<file path="config.mk">
export PLATFORM = sky130hd
export DESIGN_NAME = mem_arbiter
export DESIGN_NICKNAME = d
export VERILOG_FILES = /design/src/rtl/mem_arbiter.sv
export SDC_FILE = /design/constraint.sdc
export NUM_CORES = 1
export LEC_CHECK = 0
export CORE_AREA = 2 2 212 214
export DETAILED_ROUTE_END_ITERATION = 16
export DIE_AREA = 0 0 214 216
export PLACE_DENSITY = 0.61
export SYNTH_ARGS = -nofsm -noshare
export SYNTH_HDL_FRONTEND = slang
export SYNTH_SLANG_ARGS = --single-unit
</file>
<file path="constraint.sdc">
create_clock -name clk -period 2.1 [get_ports clk]
set_input_delay 0.525 -clock clk [delete_from_list [all_inputs] [get_ports clk]]
set_output_delay 0.525 -clock clk [all_outputs]
set_load 0.05 [all_outputs]
</file>
<file path="src/rtl/mem_arbiter.sv">
// mem_arbiter: round-robin arbiter that shares one single-port data memory
// between a data-cache requester (D) and an instruction-fetch requester (I).
// One transaction at a time: IDLE -> ISSUE -> (WAIT x RD_LAT) -> RESP -> IDLE.
module mem_arbiter #(
    parameter int AW     = 32,
    parameter int DW     = 64,
    parameter int RD_LAT = 1
) (
    input  logic          clk,
    input  logic          rst,
    // data-cache requester
    input  logic          d_req,
    input  logic [7:0]    d_we,
    input  logic [AW-1:0] d_addr,
    input  logic [DW-1:0] d_wdata,
    output logic          d_ack,
    output logic [DW-1:0] d_rdata,
    // instruction-fetch requester
    input  logic          i_req,
    input  logic [7:0]    i_we,
    input  logic [AW-1:0] i_addr,
    input  logic [DW-1:0] i_wdata,
    output logic          i_ack,
    output logic [DW-1:0] i_rdata,
    // single-port memory
    output logic          rden,
    output logic [7:0]    wren,
    output logic [AW-1:0] rdaddress,
    output logic [AW-1:0] wraddress,
    output logic [DW-1:0] write_data,
    input  logic [DW-1:0] read_data,
    // status
    output logic          busy,
    output logic          gnt_id
);

    typedef enum logic [1:0] {
        IDLE  = 2'd0,
        ISSUE = 2'd1,
        WAIT  = 2'd2,
        RESP  = 2'd3
    } state_t;

    // WAIT cycles remaining after the first one; loaded in ISSUE.
    localparam logic [2:0] LAT_M1 = 3'(RD_LAT - 1);

    state_t        state_q, state_d;
    logic          gnt_q, gnt_d;        // owner of the current transaction, 1 = I
    logic          last_q, last_d;      // most recent winner; a tie goes to the other port
    logic [7:0]    we_q, we_d;
    logic [AW-1:0] addr_q, addr_d;
    logic [DW-1:0] wdata_q, wdata_d;
    logic [2:0]    cnt_q, cnt_d;
    logic [DW-1:0] d_rdata_q, d_rdata_d;
    logic [DW-1:0] i_rdata_q, i_rdata_d;
    logic          pick_i;              // winner chosen in IDLE, 1 = I

    // Next-state, latch and memory-strobe decode for the transaction FSM.
    always_comb begin
        // NOTE: every signal gets a default first so no path through the case infers a latch.
        state_d   = state_q;
        gnt_d     = gnt_q;
        last_d    = last_q;
        we_d      = we_q;
        addr_d    = addr_q;
        wdata_d   = wdata_q;
        cnt_d     = cnt_q;
        d_rdata_d = d_rdata_q;
        i_rdata_d = i_rdata_q;
        pick_i    = 1'b0;
        rden      = 1'b0;
        wren      = 8'h00;
        d_ack     = 1'b0;
        i_ack     = 1'b0;

        unique case (state_q)
            IDLE: begin
                if (d_req || i_req) begin
                    // On a tie the port that did not win last time goes first.
                    pick_i  = (d_req && i_req) ? ~last_q : i_req;
                    gnt_d   = pick_i;
                    we_d    = pick_i ? i_we    : d_we;
                    addr_d  = pick_i ? i_addr  : d_addr;
                    wdata_d = pick_i ? i_wdata : d_wdata;
                    state_d = ISSUE;
                end
            end
            ISSUE: begin
                if (we_q != 8'h00) begin
                    wren    = we_q;
                    state_d = RESP;
                end else begin
                    rden    = 1'b1;
                    cnt_d   = LAT_M1;
                    state_d = WAIT;
                end
            end
            WAIT: begin
                if (cnt_q == 3'd0) begin
                    // read_data is valid in the last WAIT cycle; only the owner's register moves.
                    if (gnt_q) i_rdata_d = read_data;
                    else       d_rdata_d = read_data;
                    state_d = RESP;
                end else begin
                    cnt_d = cnt_q - 3'd1;
                end
            end
            RESP: begin
                d_ack   = ~gnt_q;
                i_ack   = gnt_q;
                last_d  = gnt_q;
                state_d = IDLE;
            end
            default: state_d = IDLE;
        endcase
    end

    // State and datapath registers; reset abandons any transaction in flight.
    always_ff @(posedge clk or negedge rst) begin
        if (!rst) begin
            state_q   <= IDLE;
            gnt_q     <= 1'b0;
            // "I won last" makes D the winner of the first tie after reset.
            last_q    <= 1'b1;
            we_q      <= 8'h00;
            addr_q    <= '0;
            wdata_q   <= '0;
            cnt_q     <= 3'd0;
            d_rdata_q <= '0;
            i_rdata_q <= '0;
        end else begin
            // NOTE: non-blocking assignments so every register samples pre-edge values.
            state_q   <= state_d;
            gnt_q     <= gnt_d;
            last_q    <= last_d;
            we_q      <= we_d;
            addr_q    <= addr_d;
            wdata_q   <= wdata_d;
            cnt_q     <= cnt_d;
            d_rdata_q <= d_rdata_d;
            i_rdata_q <= i_rdata_d;
        end
    end

    assign busy       = (state_q != IDLE);
    assign gnt_id     = gnt_q;
    assign rdaddress  = addr_q;
    assign wraddress  = addr_q;
    assign write_data = wdata_q;
    assign d_rdata    = d_rdata_q;
    assign i_rdata    = i_rdata_q;

endmodule

</file>
==> metrics.md, run 1 <==
| Metric | Value |
|---|---|
| Syn Inst Count | `roughly 820` |
| Final Hold Slack | `0.467 ns` |
| PnR worst setup slack | `-0.312 ns` |
| Worst slack, placed | `-0.0947 ns` |
| Largest family of logic cells by synthesized area | `multiplexers` |
| Area contributors post-synth | `dfrtp_1 (58%), mux2_2 (14%), mux2i_1 (10%)` |
| Post-synth EDFFs | `0` |
| # IOs | `around 550` |
| CTS root buf | `clkbuf_16` |
| Fin cells | `between 1,500 and 2,000` |
| Reg2Reg Launch Point | `cnt_q[0]$_DFFE_PN0P_` |
| Post-synthesis simple-gate area fraction | `under 10%` |
| Die Wd | `between 200 and 250 µm` |
| H-tree depth | `1` |
| Int Pwr | `between 15 and 20 mW` |
| Unrepaired setup endpoints after global routing | `yes` |
| CP endpoint kind | `output pin` |
| Maximum vdd drop | `roughly 0.00095 V` |
| Critical path data arrival time | `~1.9 ns` |
| Async SR Flop Fraction | `100%` |
| Gate power share | `about three fifths` |
| Switching share of power | `between 40% and 50%` |
| Clk_lat worst skew | `about 0.56 ns` |
| Total wire length | `between 30,000 and 40,000 µm` |
| Rel. slew slack | `about 64%` |
| WL met2 | `about 17,000 µm` |
| Fmax | `0.415 GHz` |
| Worst Setup EP | `rden` |
| Mapped Area | `between 10,000 and 15,000 µm²` |
| GPL Wtd Cong | `just over 0.8` |
| Clk_skew | `around 0.027 ns` |
| Family with the most delay on the worst path | `simple AND/OR/NAND/NOR gates` |
| Failing checks | `negative setup slack` |
| Count leader, synth | `dfrtp_1` |
| Hold Crit Class | `in2async` |
| CTS Buf Count | `27` |
| Static leakage | `between 8 and 9 nW` |
| Post-route core utilization | `40.1%` |
| Worst-Margin Slew | `approximately 0.55 ns` |
| CP max stage cell | `or4_4` |
| Critical path class | `reg2out` |
| Initial drt markers | `between 300 and 400` |
| Avg WL per Cell | `17.5 µm` |
| IO buf count | `544` |
| Worst R2R Path Depth | `8` |
| Synth top area share | `between 50% and 60%` |
| Met1 Wirelength | `between 10,000 and 15,000 µm` |
| Metal3 WL | `a little over 3000 µm` |
| Reg power frac | `between 20% and 30%` |
| Site Rows | `77` |
| Post-Synth Adder-Cell Area | `less than 1%` |
| Critical Path RT | `~1.6 ns` |
| Distinct cells, synth | `33` |
| CP max stage delay | `roughly 0.55 ns` |
| Critical-path cell list | `or4_4 > nor3_4 > buf_12` |
| Die Ht | `216 µm` |
| Yosys reg bits | `239` |
| Register area share after synthesis | `around three fifths` |
| Layout Nets | `1,656` |
| TritonCTS Sinks | `between 200 and 250` |
| Total vias in the final route | `8,212` |
| Total stage count of the critical path | `3` |
| Area Growth Syn to Fin | `71.7%` |
| Final Hold Viols | `0` |
| Critical Path Start | `we_q[2]$_DFFE_PN0P_` |
| Longest Clk Path Bufs | `3` |
| Crit start category | `register` |
| Vias in the first global route | `roughly 8,700` |
| Yosys warns | `0` |
| Leading area contributor after synthesis | `dfrtp_1` |
| Switching power | `between 15 and 20 mW` |
| CTS tree | `done` |
| CORE AREA | `43,800 µm²` |
| Top post-synthesis cells by count | `dfrtp_1 (238), mux2_2 (124), nand2_1 (107)` |
| Highest routing layer actually used | `met4` |
| ANT nets after route | `0` |
| Grt total ovfl | `0` |
| Compound-Gate Fraction of Synth Area | `between 6 and 7%` |
| Fraction of layout cells with a size suffix above 1 | `25.4%` |
| End of the worst register-to-register path | `d_rdata[63]$_DFFE_PN0P_` |
| Ant diodes | `0` |
| Max-slew violations | `0` |
| Reg-to-reg setup timing slack | `approximately 0.19 ns` |
| WP buf/inv | `1` |
| Mean post-synth cell area | `about 13 µm²` |
| Status | `finished with violations` |
| Drt pass-1 iters | `5` |
| Tmin final | `2.41 ns` |
| Crit Path Max Fanout | `2` |
| Largest net degree at the start of global routing | `54` |
| DP HPWL | `approximately 27,000 µm` |
| Die area | `between 40,000 and 50,000 µm²` |
| DRC Markers | `0` |
| Via-per-instance ratio | `slightly above 4` |
| Initial Util | `a little under a quarter` |
| # placed instances | `around 1,900` |
| All-Layer GR Usage | `between 10% and 20%` |
| Clk pwr share | `between 10% and 20%` |
| Max Cap Violations | `0` |
| Antenna violations before repair | `0` |
| Mux share of post-synthesis cell area | `24.4%` |
| Reg clk slew, reported paths | `about 0.060 ns` |
| Final setup vio count | `11` |
| XOR/XNOR Fraction of Synth Area | `0%` |
| Most used DFF post-synth | `dfrtp_1` |
| First-pass GRT wire length | `52,400 µm` |
| Fin crit share | `115%` |
| Syn nets | `approximately 1,100` |
| Pwr Density | `approximately 1900 nW/µm²` |
worst register-to-register path, stage by stage, from the launching register on:
cell and delay [ns]:
dfrtp_1 0.39, inv_1 0.10, ha_1 0.19, nor2b_1 0.19, nand2_1 0.11, nor2_4 0.11, buf_12 0.14, buf_12 0.19
mux2_2 0.38
logic make-up (layout without fill, tap and decap cells):
kind of cell | after synthesis | count (layout)
buffers and inverters | 87 | 666
adder cells (fa/ha/maj) | 6 | 6
multiplexers | 233 | 233
flip-flops | 239 | 239
AND/OR/NAND/NOR | 130 | 130
AO/OA/AOI/OAI | 121 | 121
final cells by class:
type,instances,area (µm²)
multi-input cells,490,3880
inverters,6,30.0
flip-flops and latches,239,5980
clock inverters,18,278
fillers,4313,26300
clock buffers,32,714
repair buffers,610,5940
well taps,592,741
state kept, by name (all words and copies together), names as in the netlist:
signal / count
d_rdata: 64
i_rdata: 64
write_data: 64
rdaddress: 32
we_q: 8
cnt_q: 3
state_q: 2
gnt_id: 1
last_q: 1
worst min-delay path by stage:
stage                               start                         end
4_1_cts                               rst  write_data[24]$_DFFE_PN0P_
3_5_place_dp   write_data[50]$_DFFE_PN0P_  write_data[50]$_DFFE_PN0P_
6_report                              rst  write_data[24]$_DFFE_PN0P_
3_3_place_gp   write_data[63]$_DFFE_PN0P_  write_data[63]$_DFFE_PN0P_
5_1_grt                               rst  write_data[24]$_DFFE_PN0P_
2_1_floorplan                         rst        cnt_q[0]$_DFFE_PN0P_
stage by stage:
step	cell area [µm²]	setup TNS [ns]	power [mW]
after floorplan	10200	0	21.4
after global placement	16600	-0.00654	28.8
after detailed placement	16600	-1.32	29.0
after CTS	17400	-2.93	33.3
after global routing	17600	-1.81	34.8
final	17600	-0.883	33.1
power by group through the flow:
stage	clock network (mW)	logic, mW	registers, mW
after CTS	5.45	19.5	8.37
after floorplan	0	5.66	15.8
final	5.27	19.5	8.32
after global routing	5.66	20.5	8.62
after global placement	0	20.4	8.41
after detailed placement	0	20.5	8.49
cells in the final DEF (no fill, tap or decap), drive strengths merged:
| master | n |
|---|---|
| nor2b | 3 |
| nor2 | 3 |
| a31o | 2 |
| clkbuf | 33 |
| and2 | 9 |
| dfrtp | 238 |
| buf | 155 |
| mux2i | 104 |
| clkinv | 8 |
| a22o | 2 |
| clkinvlp | 1 |
| ha | 6 |
| dlygate4sd3 | 1 |
| a22oi | 1 |
| and3 | 3 |
| nand2b | 1 |
| dfstp | 1 |
| o21ai | 109 |
| bufinv | 7 |
| inv | 8 |
| o31ai | 1 |
| nor3 | 1 |
| or4 | 2 |
| nand3 | 1 |
| a221o | 1 |
| clkdlybuf4s50 | 274 |
| a21oi | 3 |
| nand2 | 107 |
| dlygate4sd2 | 179 |
| a21boi | 1 |
| a221oi | 1 |
| mux2 | 129 |
repair_timing:
action,4_1_cts,5_1_grt
gates resized for setup,194,13
hold endpoints to repair,33,0
cloned,0,1
pin swaps,3,5
hold buffers,1,0
setup endpoints to repair,191,12
buffers inserted,6,8
layer usage:
layer	vias up	GRT usage, %
li1	3926	-
met1	3866	16.8
met2	367	25.2
met3	53	4.86
met4	0	4.97
met5	-	0
Power figures use the tool's default switching activity.
==> run 2: changes to the inputs <==
- RECOVER_POWER: unset -> 50
==> run 2 against run 1 <==
Against the previous run: the flow still finishes with violations (negative setup slack); clock skew is 0.00059 ns lower; routed wire length barely moved; largest power group unchanged; global-route usage stayed put; register-to-register slack worse by 0.36 ns.
==> metrics.md, run 2 (synthesis results as in run 1) <==
| Metric | Value |
|---|---|
| Setup TNS Final | `-7.71 ns` |
| Area Growth Syn to Fin | `69.5%` |
| Worst-Margin Slew | `around 1.4 ns` |
| Longest Clk Path Bufs | `3` |
| Ant diodes | `0` |
| GPL Wtd Cong | `a little over 0.8` |
| DRC Markers | `0` |
| Max-slew violations | `0` |
| All-Layer GR Usage | `roughly 15%` |
| Drt pass-1 iters | `4` |
| CTS Buf Count | `27` |
| Final Hold Viols | `0` |
| Clk_lat worst skew | `0.56 ns` |
| Die Wd | `about 210 µm` |
| Fraction of layout cells with a size suffix above 1 | `roughly a quarter` |
| Maximum vdd drop | `between 0.0009 and 0.001 V` |
| Vias in the first global route | `about 8,700` |
| Fmax | `0.414 GHz` |
| Critical path class | `reg2out` |
| Via-per-instance ratio | `4.14` |
| Critical path data arrival time | `between 1.5 and 2 ns` |
| Gate power share | `58.4%` |
| Tmin final | `approximately 2.4 ns` |
| Total vias in the final route | `about 8,200` |
| Reg clk slew, reported paths | `~0.060 ns` |
| PnR worst setup slack | `-0.313 ns` |
| Static leakage | `7.96 nW` |
| Initial Util | `a little under a quarter` |
| Rel. slew slack | `about 6.4%` |
| Crit start category | `register` |
| Layout Nets | `1,656` |
| First-pass GRT wire length | `about 52,000 µm` |
| Pwr Density | `1880 nW/µm²` |
| Most frequent cells in the layout | `clkdlybuf4s50_1 (274), dfrtp_1 (237), dlygate4sd2_1 (179)` |
| CP max stage cell | `or4_4` |
| Hold Crit Class | `reg2reg` |
| Grt total ovfl | `0` |
| Antenna violations before repair | `0` |
| Die Ht | `approximately 220 µm` |
| Status | `finished with violations` |
| Reg power frac | `between 20 and 30%` |
| Commonest non-fill, non-tap cell in the layout | `clkdlybuf4s50_1` |
| CP endpoint kind | `output pin` |
| TritonCTS Sinks | `239` |
| Crit Path Max Fanout | `2` |
| IO buf count | `around 540` |
| Family with the most delay on the worst path | `simple AND/OR/NAND/NOR gates` |
| ANT nets after route | `0` |
| Initial drt markers | `between 300 and 400` |
| Switching power | `between 15 and 20 mW` |
| Switching share of power | `about half` |
| WP buf/inv | `1` |
| Final Hold Slack | `between 0.4 and 0.5 ns` |
| Failing checks | `negative setup slack` |
| Int Pwr | `roughly 16 mW` |
| Unrepaired setup endpoints after global routing | `yes` |
| # IOs | `545` |
| Max Cap Violations | `0` |
| Critical Path RT | `between 1.5 and 2 ns` |
| Largest net degree at the start of global routing | `between 50 and 60` |
| Final setup vio count | `99` |
| Clk_skew | `roughly 0.026 ns` |
| Clk pwr share | `16.2%` |
| Layout filler cell count | `4,354` |
| H-tree depth | `1` |
| Critical-path cell list | `or4_4 > nor3_4 > buf_12` |
| CORE AREA | `~44,000 µm²` |
| Total wire length | `34,700 µm` |
| CTS root buf | `clkbuf_16` |
| Fin crit share | `115%` |
| CTS tree | `done` |
| CP max stage delay | `around 0.55 ns` |
| Avg WL per Cell | `17.4 µm` |
| Site Rows | `77` |
| Die area | `~46,000 µm²` |
| DP HPWL | `between 20,000 and 30,000 µm` |
-- run 2: metal layers --
metal,vias to the layer above,part of all wire (%),track usage (%)
met5,-,0,0
met4,0,2.9,4.97
met3,47,9.0,4.86
met2,363,49,25.2
met1,3897,40,16.8
li1,3925,-,-
-- run 2: worst register-to-register path, cell delays in order, from the launching register on --
cell and delay [ns]:
dfrtp_1 0.41, clkbuf_1 0.24, clkinvlp_2 0.21, ha_2 0.24, clkbuf_2 0.13, o21ai_2 0.06, clkbuf_2 0.43, buf_12 0.28
o21ai_0 0.14
-- run 2: worst paths after layout --
check | endpoint | startpoint | cells after the start | slack, ns
setup / recovery | rden | we_q[2]$_DFFE_PN0P_ | 3 | -0.31
hold / removal | write_data[50]$_DFFE_PN0P_ | write_data[50]$_DFFE_PN0P_ | 2 | 0.47
setup reg to reg | write_data[18]$_DFFE_PN0P_ | state_q[0]$_DFFE_PN0P_ | 8 | -0.17
hold reg to reg | write_data[50]$_DFFE_PN0P_ | write_data[50]$_DFFE_PN0P_ | 2 | 0.47
max in group asynchronous | last_q$_DFFE_PN1N_ | rst | 3 | 0.19
min in group asynchronous | write_data[24]$_DFFE_PN0P_ | rst | 2 | 0.82
-- run 2: what timing repair did --
action,in CTS,in global routing
pin swaps,3,5
endpoints found under the hold margin,33,0
endpoints found under the setup margin,191,12
hold buffers,1,0
cloned,0,1
resized for setup,194,13
buffers inserted,6,8
-- run 2: power by group through the flow --
stage	logic [mW]	clock network (mW)	registers (mW)
CTS	19.5	5.45	8.37
finish	19.0	5.28	8.31
detailed placement	20.5	0	8.49
floorplan	5.66	0	15.8
global route	20.0	5.66	8.62
global placement	20.4	0	8.41
-- run 2: final cells by class --
class	count	area, µm²	share of cell area [%]
Clock buffer	32	714	4.12
Clock inverter	18	278	1.60
Inverter	6	26.3	0.152
Multi-Input combinational cell	490	3870	22.3
Sequential cell	239	5980	34.5
Tap cell	592	741	4.27
Timing Repair Buffer	610	5730	33.1
-- run 2: per-stage QoR --
| step | power, mW | cells | cell area, µm² | worst slack, ns | utilization (%) |
|---|---|---|---|---|---|
| global placement | 28.8 | 1922 | 16600 | -0.00654 | 37.8 |
| detailed placement | 29.0 | 1922 | 16600 | -0.0947 | 37.8 |
| global route | 34.3 | 1987 | 17300 | -0.387 | 39.6 |
| finish | 32.6 | 1987 | 17300 | -0.313 | 39.6 |
| floorplan | 21.4 | 816 | 10200 | 0.0604 | - |
| CTS | 33.3 | 1979 | 17400 | -0.374 | 39.8 |
